[config.mk]
export PLATFORM = sky130hd
export DESIGN_NAME = spi_frame_ctrl_flat
export DESIGN_NICKNAME = d
export VERILOG_FILES = /design/src/rtl/spi_frame_ctrl_if.sv /design/src/rtl/spi_frame_ctrl.sv /design/src/flat_wrapper.sv
export SDC_FILE = /design/constraint.sdc
export NUM_CORES = 1
export LEC_CHECK = 0
export CORE_ASPECT_RATIO = 1.75
export CORE_MARGIN = 5
export CORE_UTILIZATION = 54
export DETAILED_ROUTE_END_ITERATION = 12
export HOLD_SLACK_MARGIN = 0.12
export PLACE_DENSITY = 0.79
export SYNTH_ARGS = -nofsm -noshare
export SYNTH_HDL_FRONTEND = slang
export SYNTH_SLANG_ARGS = --single-unit
export TNS_END_PERCENT = 30
[constraint.sdc]
create_clock -name i_clk -period 4.7 [get_ports i_clk]
set_clock_uncertainty 0.1 [all_clocks]
set_input_delay 0.94 -clock i_clk [delete_from_list [all_inputs] [get_ports i_clk]]
set_output_delay 0.94 -clock i_clk [all_outputs]
set_load 0.05 [all_outputs]
[src/rtl/spi_frame_ctrl_if.sv]
// Control bus between the register block / shift datapath and the SPI frame
// sequencer. "slave" is the sequencer side, "master" is the side driving
// start/config and consuming the strobes.
interface spi_frame_ctrl_if #(
  parameter int DIV_W = 8
);
  logic             i_start;
  logic             i_abort;
  logic             i_cpol;
  logic             i_cpha;
  logic             i_wls;
  logic [DIV_W-1:0] i_div;

  logic             o_sclk;
  logic             o_ss_n;
  logic             o_busy;
  logic             o_tx_load;
  logic             o_shift_en;
  logic             o_sample_en;
  logic             o_leading_edge;
  logic             o_trailing_edge;
  logic             o_frame_active;
  logic             o_frame_done;
  logic             o_cpha;
  logic             o_wls;
  logic [4:0]       o_bit_cnt;

  modport master (
    output i_start, i_abort, i_cpol, i_cpha, i_wls, i_div,
    input  o_sclk, o_ss_n, o_busy, o_tx_load, o_shift_en, o_sample_en,
           o_leading_edge, o_trailing_edge, o_frame_active, o_frame_done,
           o_cpha, o_wls, o_bit_cnt
  );

  modport slave (
    input  i_start, i_abort, i_cpol, i_cpha, i_wls, i_div,
    output o_sclk, o_ss_n, o_busy, o_tx_load, o_shift_en, o_sample_en,
           o_leading_edge, o_trailing_edge, o_frame_active, o_frame_done,
           o_cpha, o_wls, o_bit_cnt
  );
endinterface

[src/rtl/spi_frame_ctrl.sv]
// SPI master frame sequencer: generates SCLK and slave select and every
// control strobe of the shift datapath. Config is latched on the accepted
// start and held for the whole frame. All outputs come straight from flops.
module spi_frame_ctrl #(
  parameter int DIV_W = 8
) (
  input  logic            i_clk,
  input  logic            i_rst_n,
  spi_frame_ctrl_if.slave bus
);

  typedef enum logic [2:0] {
    S_IDLE, S_LOAD, S_SETUP, S_XFER, S_HOLD, S_DONE
  } state_e;

  state_e           state_q, state_d;
  logic [DIV_W-1:0] div_q, div_cnt_q, div_cnt_d;
  logic [4:0]       edge_cnt_q, bit_cnt_q, n_bits;
  logic             cpol_q, cpha_q, wls_q, lead_nxt_q;
  logic             sclk_q, ss_n_q, busy_q, tx_load_q, xfer_q;
  logic             lead_q, trail_q, active_q, done_q;
  logic             div_tc, pulse_d;

  assign n_bits = wls_q ? 5'd16 : 5'd8;
  assign div_tc = (div_cnt_q == div_q);

  // Next state and divider count; an edge pulse is scheduled for any XFER
  // cycle whose divider count will sit at terminal count.
  always_comb begin
    state_d   = state_q;
    div_cnt_d = div_cnt_q;
    case (state_q)
      S_IDLE:  if (bus.i_start) state_d = S_LOAD;
      S_LOAD: begin
        state_d   = S_SETUP;
        div_cnt_d = '0;
      end
      S_SETUP: begin
        if (div_tc) begin
          state_d   = S_XFER;
          div_cnt_d = '0;
        end else begin
          div_cnt_d = div_cnt_q + DIV_W'(1);
        end
      end
      S_XFER: begin
        // The cycle carrying the N-th trailing pulse is the last XFER cycle
        if (trail_q && (edge_cnt_q == n_bits)) begin
          state_d   = S_HOLD;
          div_cnt_d = '0;
        end else begin
          div_cnt_d = div_tc ? '0 : div_cnt_q + DIV_W'(1);
        end
      end
      S_HOLD: begin
        if (div_tc) state_d = S_DONE;
        else        div_cnt_d = div_cnt_q + DIV_W'(1);
      end
      S_DONE:  state_d = S_IDLE;
      default: state_d = S_IDLE;
    endcase
    if ((state_q != S_IDLE) && bus.i_abort) begin
      state_d   = S_IDLE;
      div_cnt_d = '0;
    end
    pulse_d = (state_d == S_XFER) && (div_cnt_d == div_q);
  end

  // Frame FSM state, config latch, counters and registered outputs
  always_ff @(posedge i_clk or negedge i_rst_n) begin
    if (!i_rst_n) begin
      state_q    <= S_IDLE;
      div_q      <= '0;
      div_cnt_q  <= '0;
      edge_cnt_q <= '0;
      bit_cnt_q  <= 5'd8;
      cpol_q     <= 1'b0;
      cpha_q     <= 1'b0;
      wls_q      <= 1'b0;
      lead_nxt_q <= 1'b0;
      sclk_q     <= 1'b0;
      ss_n_q     <= 1'b1;
      busy_q     <= 1'b0;
      tx_load_q  <= 1'b0;
      xfer_q     <= 1'b0;
      lead_q     <= 1'b0;
      trail_q    <= 1'b0;
      active_q   <= 1'b0;
      done_q     <= 1'b0;
    end else begin
      state_q   <= state_d;
      div_cnt_q <= div_cnt_d;

      if ((state_q == S_IDLE) && bus.i_start) begin
        cpol_q    <= bus.i_cpol;
        cpha_q    <= bus.i_cpha;
        wls_q     <= bus.i_wls;
        div_q     <= bus.i_div;
        bit_cnt_q <= bus.i_wls ? 5'd16 : 5'd8;
      end

      // Edges alternate leading/trailing; only trailing edges are counted
      lead_q  <= pulse_d &  lead_nxt_q;
      trail_q <= pulse_d & ~lead_nxt_q;
      if (state_d == S_LOAD) begin
        lead_nxt_q <= 1'b1;
        edge_cnt_q <= '0;
      end else if (pulse_d) begin
        lead_nxt_q <= ~lead_nxt_q;
        if (!lead_nxt_q) edge_cnt_q <= edge_cnt_q + 5'd1;
      end

      // SCLK follows live CPOL while idle, toggles the cycle after a pulse
      if (state_q == S_IDLE)        sclk_q <= bus.i_cpol;
      else if (state_d != S_XFER)   sclk_q <= cpol_q;
      else if (lead_q || trail_q)   sclk_q <= ~sclk_q;

      ss_n_q    <= !((state_d == S_LOAD) || (state_d == S_SETUP) ||
                     (state_d == S_XFER) || (state_d == S_HOLD));
      busy_q    <= (state_d != S_IDLE);
      tx_load_q <= (state_d == S_LOAD);
      xfer_q    <= (state_d == S_XFER);
      active_q  <= (state_d == S_SETUP) || (state_d == S_XFER) ||
                   (state_d == S_HOLD);
      done_q    <= (state_d == S_DONE);
    end
  end

  assign bus.o_sclk          = sclk_q;
  assign bus.o_ss_n          = ss_n_q;
  assign bus.o_busy          = busy_q;
  assign bus.o_tx_load       = tx_load_q;
  assign bus.o_shift_en      = xfer_q;
  assign bus.o_sample_en     = xfer_q;
  assign bus.o_leading_edge  = lead_q;
  assign bus.o_trailing_edge = trail_q;
  assign bus.o_frame_active  = active_q;
  assign bus.o_frame_done    = done_q;
  assign bus.o_cpha          = cpha_q;
  assign bus.o_wls           = wls_q;
  assign bus.o_bit_cnt       = bit_cnt_q;

endmodule
[src/flat_wrapper.sv]
// flat-port wrapper written by rule: the top's interface ports become plain ports
module spi_frame_ctrl_flat 
#(
  parameter int DIV_W = 8
)
  (i_clk, i_rst_n, bus_i_start, bus_i_abort, bus_i_cpol, bus_i_cpha, bus_i_wls, bus_i_div, bus_o_sclk, bus_o_ss_n, bus_o_busy, bus_o_tx_load, bus_o_shift_en, bus_o_sample_en, bus_o_leading_edge, bus_o_trailing_edge, bus_o_frame_active, bus_o_frame_done, bus_o_cpha, bus_o_wls, bus_o_bit_cnt);
  spi_frame_ctrl_if #(.DIV_W(DIV_W)) bus_i ();
  input  logic i_clk;
  input  logic i_rst_n;
  input wire logic [$bits(bus_i.i_start)-1:0] bus_i_start;
  input wire logic [$bits(bus_i.i_abort)-1:0] bus_i_abort;
  input wire logic [$bits(bus_i.i_cpol)-1:0] bus_i_cpol;
  input wire logic [$bits(bus_i.i_cpha)-1:0] bus_i_cpha;
  input wire logic [$bits(bus_i.i_wls)-1:0] bus_i_wls;
  input wire logic [$bits(bus_i.i_div)-1:0] bus_i_div;
  output wire logic [$bits(bus_i.o_sclk)-1:0] bus_o_sclk;
  output wire logic [$bits(bus_i.o_ss_n)-1:0] bus_o_ss_n;
  output wire logic [$bits(bus_i.o_busy)-1:0] bus_o_busy;
  output wire logic [$bits(bus_i.o_tx_load)-1:0] bus_o_tx_load;
  output wire logic [$bits(bus_i.o_shift_en)-1:0] bus_o_shift_en;
  output wire logic [$bits(bus_i.o_sample_en)-1:0] bus_o_sample_en;
  output wire logic [$bits(bus_i.o_leading_edge)-1:0] bus_o_leading_edge;
  output wire logic [$bits(bus_i.o_trailing_edge)-1:0] bus_o_trailing_edge;
  output wire logic [$bits(bus_i.o_frame_active)-1:0] bus_o_frame_active;
  output wire logic [$bits(bus_i.o_frame_done)-1:0] bus_o_frame_done;
  output wire logic [$bits(bus_i.o_cpha)-1:0] bus_o_cpha;
  output wire logic [$bits(bus_i.o_wls)-1:0] bus_o_wls;
  output wire logic [$bits(bus_i.o_bit_cnt)-1:0] bus_o_bit_cnt;
  assign bus_i.i_start = bus_i_start;
  assign bus_i.i_abort = bus_i_abort;
  assign bus_i.i_cpol = bus_i_cpol;
  assign bus_i.i_cpha = bus_i_cpha;
  assign bus_i.i_wls = bus_i_wls;
  assign bus_i.i_div = bus_i_div;
  assign bus_o_sclk = bus_i.o_sclk;
  assign bus_o_ss_n = bus_i.o_ss_n;
  assign bus_o_busy = bus_i.o_busy;
  assign bus_o_tx_load = bus_i.o_tx_load;
  assign bus_o_shift_en = bus_i.o_shift_en;
  assign bus_o_sample_en = bus_i.o_sample_en;
  assign bus_o_leading_edge = bus_i.o_leading_edge;
  assign bus_o_trailing_edge = bus_i.o_trailing_edge;
  assign bus_o_frame_active = bus_i.o_frame_active;
  assign bus_o_frame_done = bus_i.o_frame_done;
  assign bus_o_cpha = bus_i.o_cpha;
  assign bus_o_wls = bus_i.o_wls;
  assign bus_o_bit_cnt = bus_i.o_bit_cnt;
  spi_frame_ctrl #(.DIV_W(DIV_W)) u_core (.i_clk(i_clk), .i_rst_n(i_rst_n), .bus(bus_i));
endmodule
Yosys cells after proc, flatten, opt, wreduce, memory -nomap -nowiden --
Cells that the tools add are included.
Word-level totals: register bits after elaboration 42, latch bits 0, RAM bits 0, ROM bits 0, word-level logic and storage cells 76, memories kept 0
Operators by class: add/sub/neg operators 2, multiply operators 0, divide/modulo/power cells 0, $lt $le $gt $ge 0, eq/ne operators 14, shift operators 0, mux-type cells 21, bitwise logic cells 4, reductions and logical operators 17
Operator list (count):
- $mux 8 | 4
- $pmux 8 s4 | 1
- $mux 5 | 5
- $eq 8x8->1 | 2
- $mux 3 | 5
- $pmux 3 s5 | 1
- $eq 3x2->1 const B | 4
- $eq 3x3->1 const B | 3
- $reduce_bool 3->1 | 3
- $add 8x1->8 const B | 1
- $eq 3x1->1 const B | 2
- $logic_or 1x1->1 | 6
- $add 5x1->5 const B | 1
- $eq 5x5->1 | 1
- $mux 1 | 5
- $logic_and 1x1->1 | 4
- $logic_not 3->1 | 1
- $ne 3x2->1 const B | 1
- $and 1x1->1 | 2
- $ne 2x2->1 const B | 1
- $not 1->1 | 2
- $reduce_and 2->1 | 1
- $reduce_bool 2->1 | 1
- $logic_not 1->1 | 1

Longest topological paths before layout --
depth in word-level cells 11, mapped depth 13

Worst setup path before layout --
Ideal clock, no wire load.
path type flip-flop to flip-flop, start point register u_core.div_cnt_q[0], end point register u_core.edge_cnt_q[3], arrival time 3.330 ns, data required time 4.522 ns, path slack 1.192 ns, stages on the path, launching flop included 13, path through dfrtp_1 > xor2_2 > nor4_4 > nand2_2 > ha_1 > a21oi_1 > o21ai_0 > xnor2_1 > or2_2 > a2111o_1 > buf_6 > or4_1 > a21oi_1
Between the ends: longest elaborated chain between the ends 9, elaborated cells on any way between the ends 19, classes of those cells add/sub (1); eq/ne (5); mux (10); reduce/logical (3)
RTL lines:
- start, declared | RTL line spi_frame_ctrl.sv:17 | logic [DIV_W-1:0] div_q, div_cnt_q, div_cnt_d;
- start signal, assigned | RTL line spi_frame_ctrl.sv:92 | div_cnt_q <= div_cnt_d;
- $add 8x1->8 or $eq 8x8->1 (tied branches)
- $mux 8 | RTL line spi_frame_ctrl.sv:39, spi_frame_ctrl.sv:52
- $mux 8 | RTL line spi_frame_ctrl.sv:48 | if (trail_q && (edge_cnt_q == n_bits)) begin
- $pmux 8 s4 | RTL line spi_frame_ctrl.sv:32 | case (state_q)
- $mux 8 | RTL line spi_frame_ctrl.sv:62 | if ((state_q != S_IDLE) && bus.i_abort) begin
- $eq 8x8->1 | RTL line spi_frame_ctrl.sv:66 | pulse_d = (state_d == S_XFER) && (div_cnt_d == div_q);
- $logic_and 1x1->1 | RTL line spi_frame_ctrl.sv:66
- $reduce_bool 2->1 (no source line)
- $reduce_and 2->1 (no source line)
- end signal, assigned | RTL line spi_frame_ctrl.sv:110 | if (!lead_nxt_q) edge_cnt_q <= edge_cnt_q + 5'd1;
- end, declared | RTL line spi_frame_ctrl.sv:18 | logic [4:0] edge_cnt_q, bit_cnt_q, n_bits;
Parallel ways exist; a longest one is shown, timed or not. A chain may end at the register's enable or synchronous reset.

Final worst setup path --
start point input bus_i_abort, end point register u_core.edge_cnt_q[4]
Between the ends: longest elaborated chain between the ends 6, elaborated cells on any way between the ends 11, classes of those cells eq/ne (4); mux (3); reduce/logical (4)
RTL lines:
- start, declared | RTL line flat_wrapper.sv:11 | input wire logic [$bits(bus_i.i_abort)-1:0] bus_i_abort;
- $logic_and 1x1->1 (*) | RTL line spi_frame_ctrl.sv:62
- $mux 8 or $mux 3 (tied branches) | RTL line spi_frame_ctrl.sv:62
- $eq 8x8->1 or $eq 3x2->1 (tied branches) | RTL line spi_frame_ctrl.sv:66
- $logic_and 1x1->1 | RTL line spi_frame_ctrl.sv:66
- $reduce_bool 2->1 (no source line)
- $reduce_and 2->1 (no source line)
Every way passes the cells marked *; elsewhere a longest branch is shown, timed or not.

==> impl_metrics.json <==
{
  "outcome": "complete, no violations",
  "synth_largest_area_cell": "dfrtp_1",
  "gr-usage-met3_pct": 3.01,
  "leakage_nw": 1.11,
  "intPower_w": 0.000807,
  "synth_top_area_share_pct": 40.6,
  "ant_nets": 0,
  "num_vias": 1800,
  "drc_errors": 0,
  "hold_viol": 0,
  "syn_to_final_growth_pct": 16.6,
  "n_antenna_cell": 0,
  "finalWirelength_mm": 4.99,
  "dieArea_um2": 5540,
  "first_global_vias": 1903,
  "ys_ff_latch": 38,
  "max_freq_mhz": 260,
  "cap_violations": 0,
  "timing_max_transition_violations_final": 0,
  "vdd_drop_max_mv": 0.545,
  "timing.critical_path.cells": "clkdlybuf4s50_1 -> o21ai_0 -> a211oi_2 -> a21oi_2 -> o32a_1 -> a2111o_1 -> or4_1 -> a21oi_1",
  "ctsHtreeMaxLevel": 2,
  "grt_ovf": 0,
  "final.fill_count": 336,
  "storage_cell_area_um2": 953,
  "peak_usage_layer_in_the_global_routing_report": "met2",
  "post_synth_num_cell_types": 52,
  "initial_utilization_pct": 54.5,
  "power.combinational.fraction_pct": 49.9,
  "pwr-share-seq_pct": 34.9,
  "synth-edff-count": 0,
  "core_area_um2": 4070,
  "arrival_ns": 3.94,
  "switching_share_pct": 46.4,
  "ys_seq_area_share_pct": 43.0,
  "path_delay_family": "compound AO/OA/AOI/OAI gates",
  "tritoncts": "yes",
  "hold_path.class": "register to register",
  "num-nets-final": 288,
  "syn_inst": 243,
  "avgRoutedWirePerCell_um": 15.6,
  "ys.warnings.count": 0,
  "grt_setup_unrepaired": "no",
  "layout_commonest_cell": "nand2_1",
  "clock_tree.root_cell": "clkbuf_8",
  "timing.final.crit_share_pct": 81.7,
  "final_layout_size_suffix_gt1_share_pct": 8.15,
  "p_switching_w": 0.000698,
  "total_negative_setup_slack_ns": 0,
  "die-height_um": 94.8,
  "first_iter_violations": 51,
  "gp_congestion": 0.895,
  "global_route_wire_length_before_repair_mm": 8.46,
  "cp-end-kind": "register",
  "ys_async_sr_fraction_pct": 100,
  "dominantRegCellSynth": "dfrtp_1",
  "fp.dieW_um": 58.5,
  "synthesis.area_per_instance_um2": 9.13,
  "cts_setup_buffers": 0,
  "timing_worst_slew_pin_value_ns": 0.896,
  "io_buffer_count": 28,
  "drt-vias-per-instance": 5.64,
  "reg2reg_slack_ns": 0.98,
  "detailedPlace.worstSlack_ns": 0.629,
  "dp_wirelength_mm": 3.68,
  "global_route.usage.total_pct": 19.9,
  "number_of_antenna_violations_at_the_first_check_in_global_routing": 0,
  "cts.path.max_buffers": 2,
  "cts_hold_buf": 0,
  "mostFrequentLayoutCells": "nand2_1 (44), dfrtp_1 (36), clkdlybuf4s50_1 (27)",
  "post-route-min-period_ns": 3.84,
  "timing.final.ws_setup_ns": 0.860,
  "clk_pin_slew_worst_paths_ns": 0.07,
  "drtPass1Iterations": 4,
  "largest_net_degree_at_the_start_of_global_routing": 39,
  "grt_util_met1_pct": 21.8,
  "clock_insertion_delay_worst_skew_ns": 0.29,
  "met2_usage_pct": 36.2,
  "startpoint_type": "primary input",
  "total_clock_buffers_created_by_cts": 5,
  "cp.buffers_inverters": 1,
  "netlist_top_cells_area": "dfrtp_1 (41%), nand2_1 (7.4%), xor2_1 (4.7%)",
  "worst_slew_margin_rel_pct": 38.7,
  "max_stage_delay_ns": 0.65,
  "final_core_util_pct": 63.5,
  "worst-setup-path-type": "primary input to register",
  "io-pin-count": 32,
  "synthesis.area_um2": 2220,
  "tritoncts_num_sinks": 38,
  "worstPathRequired_ns": 4.80,
  "share_clk_of_total_power_pct": 15.2,
  "post_cts_resized": 0,
  "setup_viol": 0,
  "crit_fanout": 11,
  "floorplan.rows": 31,
  "power_per_unit_of_standard_cell_area_nw_per_um2": 582,
  "whs_ns": 0.381,
  "total_area_of_multi_input_combinational_cells_um2": 1140,
  "crit_path_top_delay_cell": "clkdlybuf4s50_1"
}
[layer usage]
| layer | vias up | part of all wire [%] | wire length (um) |
|---|---|---|---|
| met5 | - | 0 | 0 |
| met4 | 0 | 1.8 | 90 |
| met3 | 6 | 3.2 | 161 |
| met2 | 33 | 55 | 2750 |
| met1 | 872 | 40 | 1990 |
| li1 | 889 | - | - |
[synth_stat cells (2+ instances only)]
master and n:
a2111oi_0 2, a2111oi_2 2, a211o_1 2, a211oi_1 3, a21oi_1 17, a31oi_1 3, buf_2 2, buf_4 6
clkbuf_1 4, dfrtp_1 36, dfstp_2 2, ha_1 4, inv_1 13, nand2_1 44, nand2b_1 3, nand3_1 8
nand3b_1 4, nor2_1 18, nor2b_1 2, nor3_1 4, nor4_4 2, o21ai_0 8, o22a_1 2, o31ai_1 3
or3_1 3, or4_1 3, xnor2_1 7, xor2_1 12
[worst paths after layout]
kind | from | to | depth (start not counted)
worst max-delay path | bus_i_abort | u_core.edge_cnt_q[4]$_DFFE_PN0P_ | 8
worst min-delay path | u_core.bus.o_bit_cnt[3]$_DFFE_PN1P_ | u_core.bus.o_bit_cnt[3]$_DFFE_PN1P_ | 2
worst max register to register | u_core.div_cnt_q[0]$_DFF_PN0_ | u_core.edge_cnt_q[4]$_DFFE_PN0P_ | 12
worst min register to register | u_core.bus.o_bit_cnt[3]$_DFFE_PN1P_ | u_core.bus.o_bit_cnt[3]$_DFFE_PN1P_ | 2
max in group asynchronous | i_rst_n | u_core.div_cnt_q[6]$_DFF_PN0_ | 1
min in group asynchronous | i_rst_n | u_core.bus.o_frame_active$_DFF_PN0_ | 1
[sequential cells by signal, indices dropped and copies added, names as in the netlist]
name and count:
u_core.bus.o_frame_active 1, u_core.bus.o_tx_load 1, u_core.bus.o_busy 1, u_core.bus.o_sample_en 1, u_core.state_q 3, u_core.bus.o_cpha 1, u_core.bus.o_ss_n 1, u_core.lead_nxt_q 1
u_core.bus.o_sclk 1, u_core.bus.o_leading_edge 1, u_core.div_cnt_q 8, u_core.bus.o_bit_cnt 2, u_core.bus.o_trailing_edge 1, u_core.bus.o_frame_done 1, u_core.edge_cnt_q 5, u_core.cpol_q 1
u_core.div_q 8
[final cells by class]
class / instances / area share [%]
Inverter: 13 / 1.89
Multi-Input combinational cell: 181 / 44.1
Sequential cell: 38 / 36.8
Tap cell: 49 / 2.37
Clock buffer: 7 / 3.34
Timing Repair Buffer: 30 / 11.2
Clock inverter: 1 / 0.193
[power by group through the flow]
stage / Combinational (W) / Clock, W / Sequential (W)
floorplan: 0.000457 / 0 / 0.000620
global placement: 0.000733 / 0 / 0.000525
detailed placement: 0.000746 / 0 / 0.000529
CTS: 0.000755 / 0.000232 / 0.000523
global route: 0.000818 / 0.000245 / 0.000537
finish: 0.000752 / 0.000229 / 0.000525
[cell families after synthesis]
kind of cell	after synthesis	synth area share [%]
AOI/OAI and AO/OA	52	16.7
DFF	38	43.0
muxes	1	0.451
adders and majority gates	5	2.71
xor gates and xnor gates	20	8.23
buffers and inverters	26	5.87
other	1	0.169
and+or+nand+nor	100	22.9
[per-stage QoR]
stage | std cells | total power [W] | area [um^2]
3_5_place_dp | 311 | 0.00128 | 2500
4_1_cts | 319 | 0.00151 | 2590
5_1_grt | 319 | 0.00160 | 2590
2_1_floorplan | 245 | 0.00108 | 2230
6_report | 319 | 0.00151 | 2590
3_3_place_gp | 311 | 0.00126 | 2500
[worst reg2reg max path, cell delays in order, from the launching register on]
cell and delay (ns):
dfrtp_1 0.48, xor2_2 0.23, nor4_4 0.27, buf_4 0.20
nand2_2 0.14, ha_1 0.30, a21oi_1 0.17, o21ai_0 0.12
xnor2_1 0.15, or2_2 0.28, a2111o_1 0.49, or4_1 0.54
a21oi_1 0.17
Note: power is estimated with default switching activity, not from simulation.
